--- src/rtl/ball_serve_ctrl_if.sv ---
// ball_serve_ctrl_if: groups the serve request, the random-sample buses and the
// launch handshake of the ball serve controller.
//   serve_req, side        game FSM -> controller
//   rand_pos, rand_power   RNG (already synchronised) -> controller
//   launch_valid/ready     controller <-> ball engine handshake
//   ball_y, ball_vx/vy     launch payload
//   busy, fallback         status
// modport master: the serve controller; modport slave: its environment.
interface ball_serve_ctrl_if;
    logic       serve_req;
    logic       side;
    logic [8:0] rand_pos;
    logic [1:0] rand_power;
    logic       launch_ready;
    logic       launch_valid;
    logic [8:0] ball_y;
    logic [3:0] ball_vx;
    logic [3:0] ball_vy;
    logic       busy;
    logic       fallback;

    modport master (
        input  serve_req, side, rand_pos, rand_power, launch_ready,
        output launch_valid, ball_y, ball_vx, ball_vy, busy, fallback
    );

    modport slave (
        output serve_req, side, rand_pos, rand_power, launch_ready,
        input  launch_valid, ball_y, ball_vx, ball_vy, busy, fallback
    );
endinterface

--- src/rtl/ball_serve_ctrl.sv ---
// ball_serve_ctrl: consumer end of the Pong RNG path. On serve_req it samples
// {rand_pos, rand_power} until the value holds for STABLE_CNT consecutive
// samples (or TIMEOUT SAMPLE cycles pass), maps it to a clamped start row and
// signed velocities, offers it on a valid/ready launch handshake, then holds
// off further serves for COOLDOWN_CYC cycles.
// Ports:
//   clk    system clock
//   rst_n  asynchronous active-low reset
//   bus    ball_serve_ctrl_if.master (request, RNG buses, launch handshake,
//          busy/fallback status); all outputs are registered.
module ball_serve_ctrl #(
    parameter int POS_MIN      = 91,
    parameter int POS_MAX      = 390,
    parameter int SPEED_BASE   = 1,
    parameter int STABLE_CNT   = 2,
    parameter int TIMEOUT      = 16,
    parameter int COOLDOWN_CYC = 60
) (
    input  logic               clk,
    input  logic               rst_n,
    ball_serve_ctrl_if.master  bus
);
    localparam int SW = $clog2(STABLE_CNT + 1);
    localparam int TW = $clog2(TIMEOUT + 1);
    localparam int CW = $clog2(COOLDOWN_CYC + 1);

    typedef enum logic [1:0] {IDLE, SAMPLE, LAUNCH, COOLDOWN} state_t;

    state_t          state, state_d;
    logic [10:0]     prev, prev_d, cur;
    logic            side_q, side_d, side_sel;
    logic [SW-1:0]   stab_cnt, stab_d;
    logic [TW-1:0]   tmo_cnt, tmo_d;
    logic [CW-1:0]   cd_cnt, cd_d;
    logic            lv_q, lv_d, busy_q, busy_d, fb_q, fb_d;
    logic [8:0]      y_q, y_d, pos, y_map;
    logic [3:0]      vx_q, vx_d, vy_q, vy_d;
    logic [3:0]      vx_mag, vy_mag, vx_map, vy_map;
    logic            accept, forced, same, hs;

    assign cur  = {bus.rand_pos, bus.rand_power};
    assign same = (cur == prev);
    assign hs   = lv_q & bus.launch_ready;

    // In IDLE (STABLE_CNT==1 path) the side has not been latched yet.
    assign side_sel = (state == IDLE) ? bus.side : side_q;

    // Sample -> launch payload mapping.
    assign pos    = cur[10:2];
    assign y_map  = (pos < 9'(POS_MIN)) ? 9'(POS_MIN) :
                    (pos > 9'(POS_MAX)) ? 9'(POS_MAX) : pos;
    assign vx_mag = 4'(SPEED_BASE) + {2'b00, cur[1:0]};
    assign vy_mag = 4'd1 + {3'b000, cur[1]};
    assign vx_map = side_sel ? vx_mag : (4'd0 - vx_mag);
    assign vy_map = pos[0]   ? (4'd0 - vy_mag) : vy_mag;

    // State register
    always_ff @(posedge clk or negedge rst_n) begin
        if (!rst_n) state <= IDLE;
        else        state <= state_d;
    end

    // Next-state logic
    always_comb begin
        state_d = state;
        accept  = 1'b0;
        forced  = 1'b0;
        case (state)
            IDLE: begin
                if (bus.serve_req) begin
                    if (STABLE_CNT == 1) begin
                        accept  = 1'b1;
                        state_d = LAUNCH;
                    end else begin
                        state_d = SAMPLE;
                    end
                end
            end
            SAMPLE: begin
                if (same && (stab_cnt + SW'(1)) == SW'(STABLE_CNT)) begin
                    accept  = 1'b1;
                    state_d = LAUNCH;
                end else if (tmo_cnt == TW'(TIMEOUT - 1)) begin
                    accept  = 1'b1;
                    forced  = 1'b1;
                    state_d = LAUNCH;
                end
            end
            LAUNCH:   if (hs) state_d = COOLDOWN;
            COOLDOWN: if (cd_cnt == '0) state_d = IDLE;
            default:  state_d = IDLE;
        endcase
    end

    // Output / datapath next values (registered below)
    always_comb begin
        prev_d = prev;
        side_d = side_q;
        stab_d = stab_cnt;
        tmo_d  = tmo_cnt;
        cd_d   = cd_cnt;
        lv_d   = lv_q;
        fb_d   = fb_q;
        y_d    = y_q;
        vx_d   = vx_q;
        vy_d   = vy_q;
        busy_d = (state_d != IDLE);

        case (state)
            IDLE: begin
                if (bus.serve_req) begin
                    side_d = bus.side;
                    prev_d = cur;
                    stab_d = SW'(1);
                    tmo_d  = '0;
                end
            end
            SAMPLE: begin
                if (same) begin
                    stab_d = stab_cnt + SW'(1);
                end else begin
                    prev_d = cur;
                    stab_d = SW'(1);
                end
                if (!accept) tmo_d = tmo_cnt + TW'(1);
            end
            LAUNCH: begin
                if (hs) begin
                    lv_d = 1'b0;
                    cd_d = CW'(COOLDOWN_CYC - 1);
                end
            end
            COOLDOWN: begin
                if (cd_cnt != '0) cd_d = cd_cnt - CW'(1);
            end
            default: ;
        endcase

        if (accept) begin
            lv_d = 1'b1;
            fb_d = forced;
            y_d  = y_map;
            vx_d = vx_map;
            vy_d = vy_map;
        end
    end

    always_ff @(posedge clk or negedge rst_n) begin
        if (!rst_n) begin
            prev     <= '0;
            side_q   <= 1'b0;
            stab_cnt <= '0;
            tmo_cnt  <= '0;
            cd_cnt   <= '0;
            lv_q     <= 1'b0;
            busy_q   <= 1'b0;
            fb_q     <= 1'b0;
            y_q      <= '0;
            vx_q     <= '0;
            vy_q     <= '0;
        end else begin
            prev     <= prev_d;
            side_q   <= side_d;
            stab_cnt <= stab_d;
            tmo_cnt  <= tmo_d;
            cd_cnt   <= cd_d;
            lv_q     <= lv_d;
            busy_q   <= busy_d;
            fb_q     <= fb_d;
            y_q      <= y_d;
            vx_q     <= vx_d;
            vy_q     <= vy_d;
        end
    end

    assign bus.launch_valid = lv_q;
    assign bus.busy         = busy_q;
    assign bus.fallback     = fb_q;
    assign bus.ball_y       = y_q;
    assign bus.ball_vx      = vx_q;
    assign bus.ball_vy      = vy_q;
endmodule

--- src/flat_wrapper.sv ---
// flat-port wrapper written by rule: the top's interface ports become plain ports
module ball_serve_ctrl_flat 
#(
    parameter int POS_MIN      = 91,
    parameter int POS_MAX      = 390,
    parameter int SPEED_BASE   = 1,
    parameter int STABLE_CNT   = 2,
    parameter int TIMEOUT      = 16,
    parameter int COOLDOWN_CYC = 60
)
  (clk, rst_n, bus_serve_req, bus_side, bus_rand_pos, bus_rand_power, bus_launch_ready, bus_launch_valid, bus_ball_y, bus_ball_vx, bus_ball_vy, bus_busy, bus_fallback);
  ball_serve_ctrl_if bus_i ();
  input  logic clk;
  input  logic rst_n;
  input wire logic [$bits(bus_i.serve_req)-1:0] bus_serve_req;
  input wire logic [$bits(bus_i.side)-1:0] bus_side;
  input wire logic [$bits(bus_i.rand_pos)-1:0] bus_rand_pos;
  input wire logic [$bits(bus_i.rand_power)-1:0] bus_rand_power;
  input wire logic [$bits(bus_i.launch_ready)-1:0] bus_launch_ready;
  output wire logic [$bits(bus_i.launch_valid)-1:0] bus_launch_valid;
  output wire logic [$bits(bus_i.ball_y)-1:0] bus_ball_y;
  output wire logic [$bits(bus_i.ball_vx)-1:0] bus_ball_vx;
  output wire logic [$bits(bus_i.ball_vy)-1:0] bus_ball_vy;
  output wire logic [$bits(bus_i.busy)-1:0] bus_busy;
  output wire logic [$bits(bus_i.fallback)-1:0] bus_fallback;
  assign bus_i.serve_req = bus_serve_req;
  assign bus_i.side = bus_side;
  assign bus_i.rand_pos = bus_rand_pos;
  assign bus_i.rand_power = bus_rand_power;
  assign bus_i.launch_ready = bus_launch_ready;
  assign bus_launch_valid = bus_i.launch_valid;
  assign bus_ball_y = bus_i.ball_y;
  assign bus_ball_vx = bus_i.ball_vx;
  assign bus_ball_vy = bus_i.ball_vy;
  assign bus_busy = bus_i.busy;
  assign bus_fallback = bus_i.fallback;
  ball_serve_ctrl #(.POS_MIN(POS_MIN), .POS_MAX(POS_MAX), .SPEED_BASE(SPEED_BASE), .STABLE_CNT(STABLE_CNT), .TIMEOUT(TIMEOUT), .COOLDOWN_CYC(COOLDOWN_CYC)) u_core (.clk(clk), .rst_n(rst_n), .bus(bus_i));
endmodule
--- config.mk ---
export PLATFORM = sky130hd
export DESIGN_NAME = ball_serve_ctrl_flat
export DESIGN_NICKNAME = d
export VERILOG_FILES = /design/src/rtl/ball_serve_ctrl_if.sv /design/src/rtl/ball_serve_ctrl.sv /design/src/flat_wrapper.sv
export SDC_FILE = /design/constraint.sdc
export NUM_CORES = 1
export LEC_CHECK = 0
export ABC_AREA = 1
export ABC_CLOCK_PERIOD_IN_PS = 2100
export BUFFER_PORTS_ARGS = -buffer_cell sky130_fd_sc_hd__buf_2
export CORE_UTILIZATION = 45
export CTS_CLUSTER_SIZE = 10
export DETAILED_ROUTE_END_ITERATION = 10
export PLACE_DENSITY = 0.65
export SLEW_MARGIN = 20
export SYNTH_ARGS = -nofsm -noshare
export SYNTH_HDL_FRONTEND = slang
export SYNTH_SLANG_ARGS = --single-unit
--- constraint.sdc ---
create_clock -name clk -period 2.1 [get_ports clk]
set_clock_uncertainty 0.1 [all_clocks]
set_input_delay 0.105 -clock clk [delete_from_list [all_inputs] [get_ports clk]]
set_output_delay 0.105 -clock clk [all_outputs]
set_load 0.1 [all_outputs]
==> PnR_summary.wiki, run 1 <==
{| class="wikitable"
! Metric !! Value
|-
| Antenna violations before repair || 0
|-
| Die width || between 70 and 80 um
|-
| Max Buffers Root-to-Sink || 2
|-
| Areal power density over the cells || about 1700 nW/um^2
|-
| CTS resizes || 0
|-
| Drc violations || 0
|-
| Crit. End Element || register
|-
| Number of buffers inserted by port buffering || 35
|-
| Dominant cell by count in the synthesized netlist || nand2_1
|-
| Post-layout nets || 360
|-
| Max capacitance violation total || 0
|-
| Final hold viol count || 0
|-
| Final Routed Wirelength || about 4700 um
|-
| Area share of the largest cell type after synthesis || between 40 and 50%
|-
| Async set or reset register ratio after synthesis || between 90% and 100%
|-
| Crit path cell chain || dlygate4sd3_1, buf_2, inv_1, nand2_1, nand2_1, nand3_1, nor2_2, nand3_2, nand2_4, nand2_4, buf_12, nand2_1, o21ai_2
|-
| Final worst path period share || between 80 and 90%
|-
| Area overhead of the layout relative to synthesis || 17.8%
|-
| Top cell type by total area after synthesis || dfrtp_1
|-
| Longest individual stage delay on the worst path || roughly 0.53 ns
|-
| Total leakage power || between 1.5 and 2 nW
|-
| RSZ-0062 raised after global routing || no
|-
| Seq cells post-synth || 46
|-
| Detailed Place HPWL || approximately 3600 um
|-
| Total instance count after detailed placement || a little under 400
|-
| Buffer cell driving the clock tree root || clkbuf_8
|-
| Type of the worst setup path || in -> reg
|-
| Total CTS buffers || 5
|-
| Number of levels in the clock H-tree || 2
|-
| Yosys warnings || 0
|-
| Final ANT Viol Nets || 0
|-
| Die height || about 76 um
|-
| Vias in the first global route || 1755
|-
| Crit path arrival time || just under 2 ns
|-
| Via density per instance || 4.74
|-
| CTS tree || done
|-
| Number of enable flip-flop cells after synthesis || 0
|-
| Average detailed-routed wire length per instance || approximately 12 um
|-
| I/O pin total || 36
|-
| Count of unique library cells instantiated by Yosys || 31
|-
| Initial core utilization || about 47%
|-
| Wire length of the first global-routing pass || just over 8000 um
|-
| Crit path buffers/inverters || 4
|-
| Transition time at the pin with the least slew margin || slightly below 0.8 ns
|-
| Number of nets in the synthesized netlist || 312
|-
| Worst hold start || bus_rand_pos[2]
|-
| R2r startpoint || u_core.tmo_cnt[0]
|-
| Most instantiated cells after synthesis || nand2_1, dfrtp_1, inv_1, nor2_1, nand3_1
|-
| Largest fanout on the critical path || 26
|-
| Post-layout instance count excluding filler cells || 408
|-
| Main flop type after synthesis || dfrtp_1
|-
| Site Rows || 26
|-
| Final weighted congestion in routability-driven placement || ~0.77
|-
| Final-report max-slew violation count || 0
|-
| Most Frequent Cell on Critical Path || nand2_1
|-
| Main area contributors after synthesis || dfrtp_1, nand2_1, o21ai_2, inv_1, nand3_1
|-
| Final critical path time including I/O delays and setup || 1.87 ns
|-
| Synthesized netlist cell count || about 290
|-
| Core region area || 5170 um^2
|-
| Sum Neg Setup Slack || 0 ns
|-
| Relative slew margins || a little under half
|-
| Required time of the critical path || 2.20 ns
|-
| Overall via count from detail_route || 1934
|-
| Total die area || between 5000 and 6000 um^2
|-
| Clock sink count || between 40 and 50
|-
| Fraction of layout instances using a drive strength above 1 || about a quarter
|-
| Clk slew on worst S/H paths || around 0.09 ns
|-
| Total congestion overflow after global routing || 0
|-
| Synthesized area divided by synthesized cell count || roughly 8.5 um^2
|-
| Type of the worst min-delay path || in -> reg
|-
| Sequential share of the synthesized area || ~47%
|-
| Initial DRT Pass Iterations || 4
|-
| Synth Cell Area || ~2400 um^2
|-
| Number of DRC violations after detailed-routing iteration 0 || 90
|-
| Highest-delay cell along the critical path || dlygate4sd3_1
|-
| Clock latency on the worst-skew pair || between 0.3 and 0.4 ns
|-
| Maximum number of pins on one net before global-route repair || 37
|-
| Kind of launch point of the worst setup path || primary input
|-
| Fmax || between 0.5 and 0.6 GHz
|-
| Power after layout || between 0.004 and 0.005 W
|-
| Worst VDD drop || 1.05 mV
|-
| Worst path top cell family by delay || buffers and inverters
|-
| Start point of the critical path || bus_rand_power[0]
|-
| Gr usage total || around a fifth
|-
| Count of final setup violators || 0
|-
| Number of inserted diodes || 0
|-
| Status || finished, final reports clean
|}
==> sequential cells by signal, summed over array words and instances, names as in the netlist <==
register	flops
u_core.cd_cnt	6
u_core.stab_cnt	2
u_core.bus.ball_y	9
u_core.state	2
u_core.prev	11
u_core.bus.fallback	1
u_core.bus.ball_vy	3
u_core.side_q	1
u_core.tmo_cnt	5
u_core.bus.ball_vx	4
u_core.bus.busy	1
u_core.bus.launch_valid	1
==> routing by layer <==
layer  track usage [%]  part of all wire (%)
met1              25.3                    47
met2              31.5                    48
met3              3.97                   3.3
met4              8.64                   1.9
met5                 0                     0
==> through the flow <==
step	area, um^2	util [%]	hold slack, ns	setup slack (ns)
2_1_floorplan	2440	-	-0.291	0.0942
3_3_place_gp	2680	51.8	0.149	0.305
3_5_place_dp	2680	51.8	0.145	0.294
4_1_cts	2880	55.7	0.00439	0.240
5_1_grt	2880	55.7	0.0179	0.108
6_report	2880	55.7	0.0110	0.232
==> path summary, 6_finish.rpt <==
check | slack, ns | end | cells after the start
worst max register to register | 0.29 | u_core.bus.ball_y[2] | 10
min in group asynchronous | 0.30 | u_core.cd_cnt[5] | 2
worst min register to register | 0.37 | u_core.bus.ball_vx[2] | 2
worst max-delay path | 0.23 | u_core.bus.ball_y[2] | 13
worst min-delay path | 0.01 | u_core.prev[4] | 3
max in group asynchronous | 0.96 | u_core.bus.ball_vy[0] | 3
==> kinds of logic (layout without fill, tap and decap cells) <==
kind of cell / Yosys count / count (layout) / synth area share (%)
simple gates: 138 / 138 / 24.7
flops: 46 / 46 / 47.1
compound gates: 44 / 44 / 12.4
buf+inv: 44 / 93 / 8.55
xor+xnor: 10 / 10 / 3.58
fa+ha+maj: 7 / 7 / 3.58
==> cells in the final DEF, fill, tap and decap left out, drive strengths merged <==
cell type    netlist  layout
nand2             87      87
dfrtp             46      46
buf                6      39
inv               37      37
o21ai             36      36
nor2              27      27
nand3             21      21
dlygate4sd3        0       9
clkbuf             1       8
ha                 7       7
xnor2              5       5
xor2               5       5
a21oi              2       2
nor3               2       2
a31oi              1       1
o21a               1       1
or2                1       1
o31ai              1       1
a21o               1       1
o22ai              1       1
a22oi              1       1
==> cell type report <==
| class | count | area, um^2 |
|---|---|---|
| Sequential cell | 46 | 1150 |
| Inverter | 37 | 139 |
| Timing Repair Buffer | 48 | 308 |
| Multi-Input combinational cell | 199 | 1080 |
| Fill cell | 473 | 2290 |
| Clock buffer | 8 | 110 |
| Tap cell | 70 | 87.6 |
==> repair_timing <==
action,4_1_cts,5_1_grt
endpoints found under the hold margin,42,0
setup buffers,0,0
hold buffers,9,0
==> where the power goes <==
part,switching [W],leakage (nW),total (W),internal [W]
combinational,0.00201,0.914,0.00262,0.000616
clock,0.000298,0.0575,0.000630,0.000332
sequential,0.000262,0.586,0.00153,0.00127
==> worst reg2reg max path: stages (launching register included) <==
cell     delay, ns
dfrtp_1       0.42
ha_1          0.23
nand2_1       0.08
nor2_1        0.04
ha_1          0.16
inv_1         0.13
nand2_4       0.11
nand2_4       0.13
buf_12        0.19
nand2_1       0.10
o21ai_2       0.06
Power figures use the tool's default switching activity.
==> run 2: changes to the inputs <==
--- a/config.mk
+++ b/config.mk
@@ -6,7 +6,7 @@
 export NUM_CORES = 1
 export LEC_CHECK = 0
 export ABC_AREA = 1
-export ABC_CLOCK_PERIOD_IN_PS = 2100
+export ABC_CLOCK_PERIOD_IN_PS = 2410
 export BUFFER_PORTS_ARGS = -buffer_cell sky130_fd_sc_hd__buf_2
 export CORE_UTILIZATION = 45
 export CTS_CLUSTER_SIZE = 10
==> constraint.sdc (replaced) <==
create_clock -name clk -period 2.41 [get_ports clk]
set_clock_uncertainty 0.1 [all_clocks]
set_input_delay 0.1205 -clock clk [delete_from_list [all_inputs] [get_ports clk]]
set_output_delay 0.1205 -clock clk [all_outputs]
set_load 0.1 [all_outputs]
==> PnR_summary.wiki, run 2 (synthesized netlist as in run 1, its figures left out) <==
{| class="wikitable"
! Metric !! Value
|-
| CTS resizes || 0
|-
| Core region area || 5170 um^2
|-
| Number of post-CTS setup repair buffers || 0
|-
| Total die area || 5730 um^2
|-
| RSZ-0062 raised after global routing || no
|-
| Site Rows || 26
|-
| Total congestion overflow after global routing || 0
|-
| Crit path arrival time || about 2.1 ns
|-
| Number of levels in the clock H-tree || 2
|-
| Required time of the critical path || 2.50 ns
|-
| Commonest non-fill, non-tap cell in the layout || nand2_1
|-
| Areal power density over the cells || between 1500 and 2000 nW/um^2
|-
| Final hold viol count || 0
|-
| Kind of launch point of the worst setup path || primary input
|-
| I/O pin total || 36
|-
| Gr usage total || a little under a fifth
|-
| Largest fanout on the critical path || 23
|-
| Clock share of power || 13.9%
|-
| Transition time at the pin with the least slew margin || 0.495 ns
|-
| Net Sw Power || around 0.0022 W
|-
| Maximum number of pins on one net before global-route repair || 26
|-
| Total leakage power || ~1.5 nW
|-
| Type of the worst setup path || in -> reg
|-
| Wire length of the first global-routing pass || roughly 8000 um
|-
| Average detailed-routed wire length per instance || between 10 and 15 um
|-
| Buffer cell driving the clock tree root || clkbuf_8
|-
| Type of the worst min-delay path || in -> reg
|-
| Initial DRT Pass Iterations || 4
|-
| Fmax || 0.495 GHz
|-
| Part of the power in combinational logic || between 50% and 60%
|-
| Die height || ~76 um
|-
| Max reg flops || 11
|-
| Final ANT Viol Nets || 0
|-
| Max Buffers Root-to-Sink || 2
|-
| Relative slew margins || between 60% and 70%
|-
| Register share of total power || a little under a third
|-
| Final weighted congestion in routability-driven placement || around 0.76
|-
| Clock sink count || 46
|-
| Clock latency on the worst-skew pair || 0.29 ns
|-
| Switching part of the total || 53.3%
|-
| Number of DRC violations after detailed-routing iteration 0 || 85
|-
| Vias in the first global route || ~1700
|-
| Worst VDD drop || 1.00 mV
|-
| Final worst path period share || between 80 and 90%
|-
| Overall via count from detail_route || approximately 1800
|-
| Clk slew on worst S/H paths || around 0.080 ns
|-
| Die width || around 76 um
|-
| Number of inserted diodes || 0
|-
| Post-CTS Hold Buffers || 2
|-
| Via density per instance || ~4.6
|-
| Final core utilization || between 50% and 60%
|-
| Reg2reg setup slack || around 0.5 ns
|-
| Multi-input combinational cell area || ~1100 um^2
|-
| Fill cell total of the finished layout || 515
|-
| Final-report max-slew violation count || 0
|-
| CTS tree || done
|-
| Drc violations || 0
|-
| Area overhead of the layout relative to synthesis || 14.5%
|-
| Status || finished, final reports clean
|-
| Initial core utilization || roughly 47%
|-
| Antenna violations before repair || 0
|-
| Largest reg by FF count || u_core.prev
|-
| Total CTS buffers || 5
|-
| Final Routed Wirelength || roughly 4700 um
|-
| FF/Latch Area || approximately 1200 um^2
|-
| Most used cells in the layout excluding fill and tap cells || nand2_1, dfrtp_1, buf_2, inv_1, nor2_1
|-
| Cell internal pwr || between 0.0015 and 0.002 W
|-
| Sum Neg Setup Slack || 0 ns
|-
| Fraction of layout instances using a drive strength above 1 || 23.6%
|-
| Count of final setup violators || 0
|-
| Number of buffers inserted by port buffering || 35
|-
| Detailed Place HPWL || around 3600 um
|-
| Max capacitance violation total || 0
|-
| Post-layout nets || 353
|-
| Crit. End Element || register
|-
| Final critical path time including I/O delays and setup || roughly 2 ns
|}
[run 2: changes by cell type in the layout (fill, tap and decap cells not counted), sizes merged]
| cell | change |
|---|---|
| clkbuf | -2 |
| bufinv | +1 |
| dlygate4sd3 | -7 |
[run 2: critical path: stages]
cell and delay [ns]:
dlygate4sd3_1 0.54, buf_2 0.17, inv_1 0.10, nand2_1 0.05, nand2_1 0.05, nand3_1 0.09
nor2_2 0.17, nand3_2 0.13, nand2_4 0.13, nand2_4 0.16, buf_4 0.24, nand2_1 0.09
o21ai_2 0.06
[run 2: final cells by class]
type	count	share of cell area, %
Clock inverter	1	1.07
Inverter	37	4.96
Timing Repair Buffer	41	8.05
Sequential cell	46	41.1
Clock buffer	6	2.95
Multi-Input combinational cell	199	38.7
Tap cell	70	3.13
[run 2: through the flow]
stage / cells / power (W) / worst slack [ns] / hold slack (ns) / cell area, um^2
after floorplan: 289 / 0.00329 / 0.404 / -0.275 / 2440
after global placement: 391 / 0.00362 / 0.562 / 0.0221 / 2670
after detailed placement: 391 / 0.00365 / 0.486 / 0.0231 / 2670
after CTS: 400 / 0.00425 / 0.376 / 0.00495 / 2800
after global routing: 400 / 0.00450 / 0.208 / 0.0229 / 2800
final: 400 / 0.00421 / 0.389 / 0.00635 / 2800
[run 2: worst paths after layout]
check                                      startpoint               endpoint  cells after the start
worst max-delay path                bus_rand_power[0]   u_core.bus.ball_y[3]                     13
worst min-delay path                bus_rand_power[1]  u_core.bus.ball_vy[0]                      2
worst max register to register      u_core.tmo_cnt[0]   u_core.bus.ball_y[3]                     10
worst min register to register  u_core.bus.ball_vx[1]  u_core.bus.ball_vx[1]                      2
max in group asynchronous                       rst_n         u_core.prev[4]                      3
min in group asynchronous                       rst_n       u_core.cd_cnt[2]                      3
[run 2: power groups by stage]
stage / combinational, W / clock [W] / sequential, W
floorplan: 0.00102 / 0 / 0.00227
global placement: 0.00227 / 0 / 0.00135
detailed placement: 0.00230 / 0 / 0.00135
CTS: 0.00231 / 0.000599 / 0.00134
global route: 0.00249 / 0.000628 / 0.00139
finish: 0.00229 / 0.000585 / 0.00134
[run 2: layer usage]
metal | global-route usage, % | up-vias | part of all wire, %
met4 | 4.94 | 0 | 0.91
met1 | 25.3 | 817 | 49
li1 | - | 987 | -
met5 | 0 | - | 0
met3 | 3.57 | 5 | 3.4
met2 | 32.2 | 36 | 47
